### src/rtl/parallax_pkg.sv
// Shared types and constants for the parallax scroll scheduler.
package parallax_pkg;

  typedef enum logic [1:0] {
    StIdle   = 2'd0,
    StCommit = 2'd1,
    StUpdate = 2'd2
  } state_e;

  localparam int unsigned H_WRAP_DEFAULT   = 640;
  localparam int unsigned LAYERS_DEFAULT   = 4;
  localparam int unsigned SPEED_W_DEFAULT  = 4;
  localparam int unsigned OFFSET_W_DEFAULT = 10;

  // VGA 640x480@72-style frame geometry seen by the renderer.
  localparam int unsigned VGA_H_TOTAL  = 832;
  localparam int unsigned VGA_V_TOTAL  = 520;
  localparam int unsigned VGA_V_ACTIVE = 480;

endpackage

### src/rtl/parallax_wrap_add.sv
// Combinational signed offset + speed with single-step modular correction into 0..H_WRAP-1.
module parallax_wrap_add #(
  parameter int unsigned OFFSET_W = 10,
  parameter int unsigned SPEED_W  = 4,
  parameter int unsigned H_WRAP   = 640
) (
  input  logic [OFFSET_W-1:0]       offset_i,
  input  logic signed [SPEED_W-1:0] speed_i,
  output logic [OFFSET_W-1:0]       offset_o
);

  localparam int unsigned SUM_W = OFFSET_W + 2;
  localparam logic signed [SUM_W-1:0] Wrap = SUM_W'(H_WRAP);

  logic signed [SUM_W-1:0] sum;
  logic signed [SUM_W-1:0] fixed;

  always_comb begin
    sum = $signed({2'b00, offset_i}) +
          $signed({{(SUM_W-SPEED_W){speed_i[SPEED_W-1]}}, speed_i});
    fixed = sum;
    if (sum[SUM_W-1]) begin
      fixed = sum + Wrap;
    end else if (sum >= Wrap) begin
      fixed = sum - Wrap;
    end
    offset_o = fixed[OFFSET_W-1:0];
  end

endmodule

### src/rtl/parallax_layer_ctrl.sv
// Per-frame parallax scroll scheduler: commits host shadows on frame_tick, then steps one layer
// per cycle. Optional freeze input is enabled with PARALLAX_FREEZE_EN.
module parallax_layer_ctrl
  import parallax_pkg::*;
#(
  parameter int unsigned LAYERS   = LAYERS_DEFAULT,
  parameter int unsigned SPEED_W  = SPEED_W_DEFAULT,
  parameter int unsigned OFFSET_W = OFFSET_W_DEFAULT,
  parameter int unsigned H_WRAP   = H_WRAP_DEFAULT
) (
  input  logic                       clk,
  input  logic                       reset,
  input  logic                       frame_tick,
`ifdef PARALLAX_FREEZE_EN
  input  logic                       freeze,
`endif
  input  logic                       cfg_valid,
  output logic                       cfg_ready,
  input  logic [$clog2(LAYERS)-1:0]  cfg_layer,
  input  logic [SPEED_W-1:0]         cfg_speed,
  input  logic                       cfg_enable,
  output logic [LAYERS*OFFSET_W-1:0] offset,
  output logic [LAYERS-1:0]          layer_en,
  output logic                       busy,
  output logic                       overrun
);

  localparam int unsigned LAYER_W = $clog2(LAYERS);

  state_e               state_q, state_d;
  logic [LAYER_W-1:0]   idx_q, idx_d;
  logic                 busy_q, busy_d;
  logic                 overrun_q, overrun_d;

  logic signed [SPEED_W-1:0] shadow_speed_q [LAYERS];
  logic signed [SPEED_W-1:0] shadow_speed_d [LAYERS];
  logic signed [SPEED_W-1:0] speed_q [LAYERS];
  logic signed [SPEED_W-1:0] speed_d [LAYERS];
  logic [OFFSET_W-1:0]       offset_q [LAYERS];
  logic [OFFSET_W-1:0]       offset_d [LAYERS];
  logic [LAYERS-1:0]         shadow_en_q, shadow_en_d;
  logic [LAYERS-1:0]         en_q, en_d;

  logic                      freeze_w;
  logic                      cfg_fire;
  logic [OFFSET_W-1:0]       cur_offset;
  logic signed [SPEED_W-1:0] cur_speed;
  logic [OFFSET_W-1:0]       next_offset;

`ifdef PARALLAX_FREEZE_EN
  assign freeze_w = freeze;
`else
  assign freeze_w = 1'b0;
`endif

  assign cfg_ready = (state_q == StIdle);
  assign cfg_fire  = cfg_valid && cfg_ready;

  // Single shared adder, steered to the layer being updated this cycle.
  assign cur_offset = offset_q[idx_q];
  assign cur_speed  = speed_q[idx_q];

  parallax_wrap_add #(
    .OFFSET_W (OFFSET_W),
    .SPEED_W  (SPEED_W),
    .H_WRAP   (H_WRAP)
  ) u_wrap_add (
    .offset_i (cur_offset),
    .speed_i  (cur_speed),
    .offset_o (next_offset)
  );

  always_comb begin
    state_d   = state_q;
    idx_d     = idx_q;
    overrun_d = overrun_q;
    if (frame_tick && (state_q != StIdle)) begin
      overrun_d = 1'b1;
    end
    unique case (state_q)
      StIdle: begin
        if (frame_tick) begin
          state_d = StCommit;
        end
      end
      StCommit: begin
        state_d = StUpdate;
        idx_d   = '0;
      end
      StUpdate: begin
        if (idx_q == LAYER_W'(LAYERS - 1)) begin
          state_d = StIdle;
          idx_d   = '0;
        end else begin
          idx_d = idx_q + 1'b1;
        end
      end
      default: begin
        state_d = StIdle;
        idx_d   = '0;
      end
    endcase
    busy_d = (state_d != StIdle);
  end

  always_comb begin
    shadow_speed_d = shadow_speed_q;
    shadow_en_d    = shadow_en_q;
    speed_d        = speed_q;
    en_d           = en_q;
    offset_d       = offset_q;
    // Out-of-range cfg_layer matches no entry, so the write is dropped.
    if (cfg_fire) begin
      for (int unsigned i = 0; i < LAYERS; i++) begin
        if (cfg_layer == LAYER_W'(i)) begin
          shadow_speed_d[i] = $signed(cfg_speed);
          shadow_en_d[i]    = cfg_enable;
        end
      end
    end
    if (state_q == StCommit) begin
      speed_d = shadow_speed_q;
      en_d    = shadow_en_q;
    end
    if ((state_q == StUpdate) && en_q[idx_q] && !freeze_w) begin
      offset_d[idx_q] = next_offset;
    end
  end

  always_ff @(posedge clk or negedge reset) begin
    if (!reset) begin
      state_q     <= StIdle;
      idx_q       <= '0;
      busy_q      <= 1'b0;
      overrun_q   <= 1'b0;
      shadow_en_q <= '0;
      en_q        <= '0;
      for (int unsigned i = 0; i < LAYERS; i++) begin
        shadow_speed_q[i] <= '0;
        speed_q[i]        <= '0;
        offset_q[i]       <= '0;
      end
    end else begin
      state_q        <= state_d;
      idx_q          <= idx_d;
      busy_q         <= busy_d;
      overrun_q      <= overrun_d;
      shadow_en_q    <= shadow_en_d;
      en_q           <= en_d;
      shadow_speed_q <= shadow_speed_d;
      speed_q        <= speed_d;
      offset_q       <= offset_d;
    end
  end

  for (genvar g = 0; g < LAYERS; g++) begin : g_offset_pack
    assign offset[g*OFFSET_W +: OFFSET_W] = offset_q[g];
  end

  assign layer_en = en_q;
  assign busy     = busy_q;
  assign overrun  = overrun_q;

endmodule
### config.mk
export PLATFORM = sky130hd
export DESIGN_NAME = parallax_layer_ctrl
export DESIGN_NICKNAME = d
export VERILOG_FILES = /design/src/rtl/parallax_pkg.sv /design/src/rtl/parallax_wrap_add.sv /design/src/rtl/parallax_layer_ctrl.sv
export SDC_FILE = /design/constraint.sdc
export NUM_CORES = 1
export LEC_CHECK = 0
export BUFFER_PORTS_ARGS = -buffer_cell sky130_fd_sc_hd__buf_2
export CAP_MARGIN = 0
export CORE_UTILIZATION = 45
export CTS_CLUSTER_DIAMETER = 100
export DETAILED_ROUTE_END_ITERATION = 8
export PLACE_DENSITY = 0.67
export SYNTH_ARGS = -nofsm -noshare
export SYNTH_HDL_FRONTEND = slang
export SYNTH_SLANG_ARGS = --single-unit
### constraint.sdc
create_clock -name clk -period 11.9 [get_ports clk]
set_clock_uncertainty 0.15 [all_clocks]
set_input_delay 1.19 -clock clk [delete_from_list [all_inputs] [get_ports clk]]
set_output_delay 1.19 -clock clk [all_outputs]
set_load 0.05 [all_outputs]
Word-level counts from Yosys, hierarchy flattened

Cells that the tools add are included.

Flip-flop bits (word level): 86
Input bits: 11
Logic and storage cells: 66

Add/sub/neg operators: 4
$lt $le $gt $ge: 4
Eq/ne operators: 6
Multiplexer cells: 18
Bitwise logic cells: 1
Reductions and logical operators: 12

Operators with widths:

| operator                                                                               | count |
|---|---|
| 10-bit two-way mux                                                                     | 5 |
| 40-bit bitwise mux                                                                     | 1 |
| 10-bit binary-select mux with 2-bit select                                             | 1 |
| 10-bit demux with 2-bit select                                                         | 1 |
| 11-bit by 4-bit adder with 12-bit output                                               | 1 |
| 12-bit by 11-bit greater-or-equal comparator with 1-bit output (second input constant) | 1 |
| 10-bit adder (second input constant)                                                   | 1 |
| 10-bit subtractor (second input constant)                                              | 1 |
| 4-bit binary-select mux with 2-bit select                                              | 1 |
| 2-bit equality test (second input constant)                                            | 4 |
| 4-bit two-way mux                                                                      | 2 |
| 2-bit AND reduction                                                                    | 4 |
| 2-bit two-way mux                                                                      | 3 |
| 2-bit case mux with 3 select lines                                                     | 1 |
| 2-bit by 1-bit equality test with 1-bit output (second input constant)                 | 2 |
| 1-bit logical AND                                                                      | 4 |
| 2-bit logical NOT                                                                      | 2 |
| 2-bit case mux with 2 select lines                                                     | 1 |
| 2-bit nonzero test                                                                     | 2 |
| 3-bit greater-or-equal comparator (second input constant)                              | 1 |
| 2-bit by 3-bit less-than comparator with 1-bit output (second input constant)          | 1 |
| 3-bit by 1-bit less-than comparator with 1-bit output (second input constant)          | 1 |
| 2-bit NOT with 3-bit output                                                            | 1 |
| 2-bit by 1-bit adder with 2-bit output (second input constant)                         | 1 |
| 2 further kinds                                                                        | 2 |

Longest topological paths before layout

Depth after elaboration: 9
Gate-level depth with buffers: 19
Mapped depth without buffers: 17

Hierarchy

Synthesis repeated with hierarchy kept, for this count alone.

Cells, all modules: 319
Area total of the unflattened synthesis: 4514.3 um2

Modules (own cells, without submodules):

| module              | instances | cells an instance | area each (um2) | sequential area each (um2) |
|---|---|---|---|---|
| parallax_layer_ctrl | 1         | 228               | 3806.2          | 2152.1 |
| parallax_wrap_add   | 1         | 91                | 708.2           | 0.0 |

Least setup slack after synthesis

Ideal clock, no wire load.

Path kind: reg-to-reg
From: register idx_q[0]
To: register offset_q (netlist bit offset[19])
Data arrival time: 4.357 ns
Path slack: 7.268 ns
Cell stages (with the launch flop): 19
Cells stage by stage: dfrtp_1 buf_2 buf_1 mux4_2 ha_1 inv_1 fa_1 nor2b_4 o2111a_1 or3_1 a21o_1 nand2_2 inv_2 ha_1 or3b_2 o311ai_0 a311oi_1 mux2i_1 mux2_2

Cells in the longest elaborated chain, start to end: 9

RTL lines:

| item                                                                                                           | line                                                                             | text |
|---|---|---|
| start: declaration                                                                                             | parallax_layer_ctrl.sv:31                                                        | `logic [LAYER_W-1:0] idx_q, idx_d;` |
| start signal: assignment                                                                                       | parallax_layer_ctrl.sv:145                                                       | `idx_q <= idx_d;` |
| 2-bit NOT with 3-bit output (implied by the code)                                                              | parallax_layer_ctrl.sv:60, parallax_layer_ctrl.sv:61, parallax_layer_ctrl.sv:126 |  |
| 10-bit binary-select mux with 2-bit select / 4-bit binary-select mux with 2-bit select (equally long branches) | parallax_layer_ctrl.sv:60, parallax_layer_ctrl.sv:61                             |  |
| 10-bit two-way mux (implied by the code) / 4-bit two-way mux (equally long branches) (2 in a row)              | parallax_layer_ctrl.sv:60, parallax_layer_ctrl.sv:61                             |  |
| 11-bit by 4-bit adder with 12-bit output                                                                       | parallax_wrap_add.sv:19                                                          | `sum = $signed({2'b00, offset_i}) +` |
| 10-bit subtractor / 12-bit by 11-bit greater-or-equal comparator with 1-bit output (equally long branches)     | parallax_wrap_add.sv:25, parallax_wrap_add.sv:24                                 |  |
| 10-bit two-way mux                                                                                             | parallax_wrap_add.sv:24                                                          | `end else if (sum >= Wrap) begin` |
| 10-bit two-way mux                                                                                             | parallax_wrap_add.sv:22                                                          | `if (sum[SUM_W-1]) begin` |
| 40-bit bitwise mux                                                                                             | parallax_layer_ctrl.sv:126                                                       | `offset_d[idx_q] = next_offset;` |
| end signal: assignment                                                                                         | parallax_layer_ctrl.sv:152                                                       | `offset_q <= offset_d;` |
| end: declaration                                                                                               | parallax_layer_ctrl.sv:39                                                        | `logic [OFFSET_W-1:0] offset_q [LAYERS];` |

Several ways; a longest one is shown, not always the timed one. The select of a mux whose other input is x is not followed.
A chain may end at the register's enable or synchronous reset.

Worst setup path in the final report

From: register idx_q[0]
To: register offset_q (netlist bit offset[39])

Same word-level chain as after synthesis.

==> run summary <==
For the worst-skew pair, the clock arrives at the later sink with an insertion delay of 0.35 ns. For the reg-to-reg setup timing slack, the log shows 7.03 ns. The tools report the kind of start point of the critical path as a flip-flop.

The worst endpoint data arrival time was 5.02 ns; the via density per instance was 5.51. The CTS buffer count came out at 9. After detailed routing, the average wire length per cell comes to 17.3 µm.

The initial utilization of the core area, before any placement, comes to 46.9%. 0 antenna diodes ended up in the layout. The measured slew at the worst slew-check pin came out at 1.08 ns. Compared with the post-synthesis result, the final layout area differs by 14.7%.

After detailed routing, the number of remaining DRC violations is 0. Counting flops with a built-in enable in the synthesized netlist gives 0. Entering global routing, the biggest net connects 87 pins. The final layout contains 426 nets. For the number of antenna violations at the first check in global routing, the log shows 0. Once detailed placement completed, the half-perimeter wirelength came to 6410 µm. For this run, the number of Yosys warnings is 0. In this run the worst path has a maximum fanout of 18.

Total wire length: 9180 µm. Hold path endpoint: overrun. The number of synthesized register bits works out to 86. Setup violations remaining at the end of the flow were counted as 0. STA classifies the critical path endpoint as a flip-flop. Routability-driven placement finished with a final weighted congestion of 0.826.

The max capacitance violation total is 0, and the critical path data required time is 12.05 ns. The share of the clock period used by the worst path after layout is 40.9%. Flip-flop cell with the highest count after synthesis: dfrtp_1. Area enclosed by the die boundary: 10100 µm².

Once the clock tree was built, the setup fixing pass inserted 0 buffers. Detailed routing inserted a total of 2927 vias. For this run, the top clock speed supported by timing is 205 MHz. The run finished with clean final reports. After synthesis, the netlist uses 52 different library cells. The worst hold-check path type was flip-flop to flip-flop. After filler insertion, the fill cell instance count of the layout stands at 804. The first routing iteration left 134 violations. The tools report the worst relative slew slack as 28.2%. In the final layout, the share of cells above drive strength 1 is 42.3%. The first detailed-routing pass ran for 4 iterations.

In the synthesized netlist the async set-or-reset flop fraction comes to 100%. The startpoint identified for the worst hold timing path is overrun. The tree is rooted in a clkbuf_8. In this run the mean area of a mapped cell was 12.9 µm². The register area share after synthesis was 49.2%. The core region is 9330 µm². The most common library cell in the layout ignoring fill and taps is dfrtp_1.

Measured in cells, the most critical reg-to-reg path has a length of 14. CTS saw 86 sinks. The initialized floorplan defines 35 standard-cell rows.

The startpoint identified for the worst register-to-register timing path is idx_q[0]. In this run the remaining antenna-violating nets after routing total 0. The maximum count of clock buffers along a single path is 2. The tools report the reg-to-reg critical path endpoint as offset[39]. Summed over all layers, the global routing overflow is 0. The worst path needs 4.87 ns of the cycle, external delays included.

Clock-pin slew was measured on the worst setup and hold paths at 0.09 ns. Summed over all failing endpoints, the final setup total negative slack is 0 ns. Synthesized instance count: 339.

The layer with the highest usage after global routing was met2. For this design the top-level I/O count stands at 58. The total of hold buffers inserted after clock tree synthesis was 0; the max-slew violation count was 0. For this run, global-route usage on met2 was measured as 31.3%.

TritonCTS built the clock tree. The combined area of all synthesized cells is 4370 µm². The global-route usage over all layers was 19.9%; the hold violation total from the final report was 0. The first global-routing pass estimated 15300 µm of wire. Critical setup path kind: flip-flop to flip-flop.

The floorplan step set the die height to 101 µm. The tools report the net count of the mapped netlist as 368. From left edge to right edge, the die measures 101 µm. In this run, post-CTS repair resized a total of 0 instances. The count of buffers added on input and output ports is 57.

Setup repair after global routing left no endpoint under its margin. The instance count along the most critical hold path came out at 1. In the layout the commonest cells are dfrtp_1 (86), mux2_2 (72), buf_2 (56). The number of global-route vias before repair came out at 2995. The met3 usage in global routing is 3.81%. CTS built an H-tree with a depth of 3. The met1 usage in global routing came out at 27.3%.
-- area by class of cell --
cell class	instances	area (µm²)	share of cell area, %
clock buffers	9	124	2.47
repair buffers	59	303	6.03
clock inverters	7	103	2.04
well taps	129	161	3.22
multi-input cells	228	2130	42.4
inverters	13	48.8	0.973
flip-flops and latches	86	2150	42.9
-- registers in the layout, summed over array words and instances, names as in the netlist --
register	flops
busy	1
idx_q	2
layer_en	4
offset	40
overrun	1
shadow_en_q	4
shadow_speed_q	16
speed_q	16
state_q	2
-- how the worst max path moves through the flow --
stage             start          to  slack (ns)  depth (start not counted)
3_3_place_gp   idx_q[0]  offset[39]        7.23                         15
5_1_grt        idx_q[0]   offset[9]        6.72                         14
4_1_cts        idx_q[0]  offset[29]        7.01                         14
6_report       idx_q[0]  offset[39]        7.03                         14
2_1_floorplan  idx_q[0]  offset[19]        7.27                         18
3_5_place_dp   idx_q[0]  offset[39]        7.03                         14
-- synthesized netlist by cell type, drive strengths merged (6+ instances only) --
| cell type | number | area (µm²) |
|---|---|---|
| nor2 | 15 | 56.3 |
| mux2 | 72 | 811 |
| o21ai | 12 | 60.1 |
| ha | 17 | 213 |
| nor3 | 7 | 35.0 |
| nand2 | 18 | 70.1 |
| buf | 6 | 25.0 |
| dfrtp | 86 | 2150 |
| mux4 | 15 | 338 |
| clkbuf | 6 | 22.5 |
| inv | 13 | 48.8 |
| a21oi | 9 | 52.6 |
| nand3 | 9 | 45.0 |
-- routing by layer --
metal | part of all wire, % | vias to the layer above
li1 | - | 1368
met1 | 46 | 1482
met2 | 49 | 63
met3 | 3.3 | 14
met4 | 1.9 | 0
met5 | 0 | -
-- worst max-delay path: stages (launching register included) --
cell and delay [ns]:
dfrtp_1 0.52, buf_4 0.35, mux4_2 0.75, ha_1 0.49, nand3_1 0.14, o211a_1 0.26
o21ai_0 0.21, xor2_1 0.44, ha_1 0.28, nor2_1 0.05, nand3_1 0.08, o311ai_0 0.16
a311oi_1 0.32, mux2i_1 0.37, mux2_2 0.21
-- kinds of logic after synthesis --
kind of cell / Yosys count / synth area share, %
compound gates: 46 / 7.21
xor+xnor: 8 / 1.60
fa+ha+maj: 18 / 5.32
buf+inv: 25 / 2.20
flops: 86 / 49.2
mux: 89 / 26.7
simple gates: 67 / 7.75
-- through the flow --
step | cell area (µm²) | instances | hold WS [ns] | utilization, % | setup WS [ns]
detailed placement | 4790 | 515 | 0.306 | 51.4 | 7.03
global placement | 4790 | 515 | 0.299 | 51.4 | 7.23
finish | 5020 | 531 | 0.329 | 53.8 | 7.03
floorplan | 4370 | 339 | 0.317 | - | 7.27
CTS | 5020 | 531 | 0.337 | 53.8 | 7.01
global route | 5020 | 531 | 0.378 | 53.8 | 6.72
Power is not shown: default switching activity piles up to over one toggle a cycle in this logic, so the estimate is an artifact.
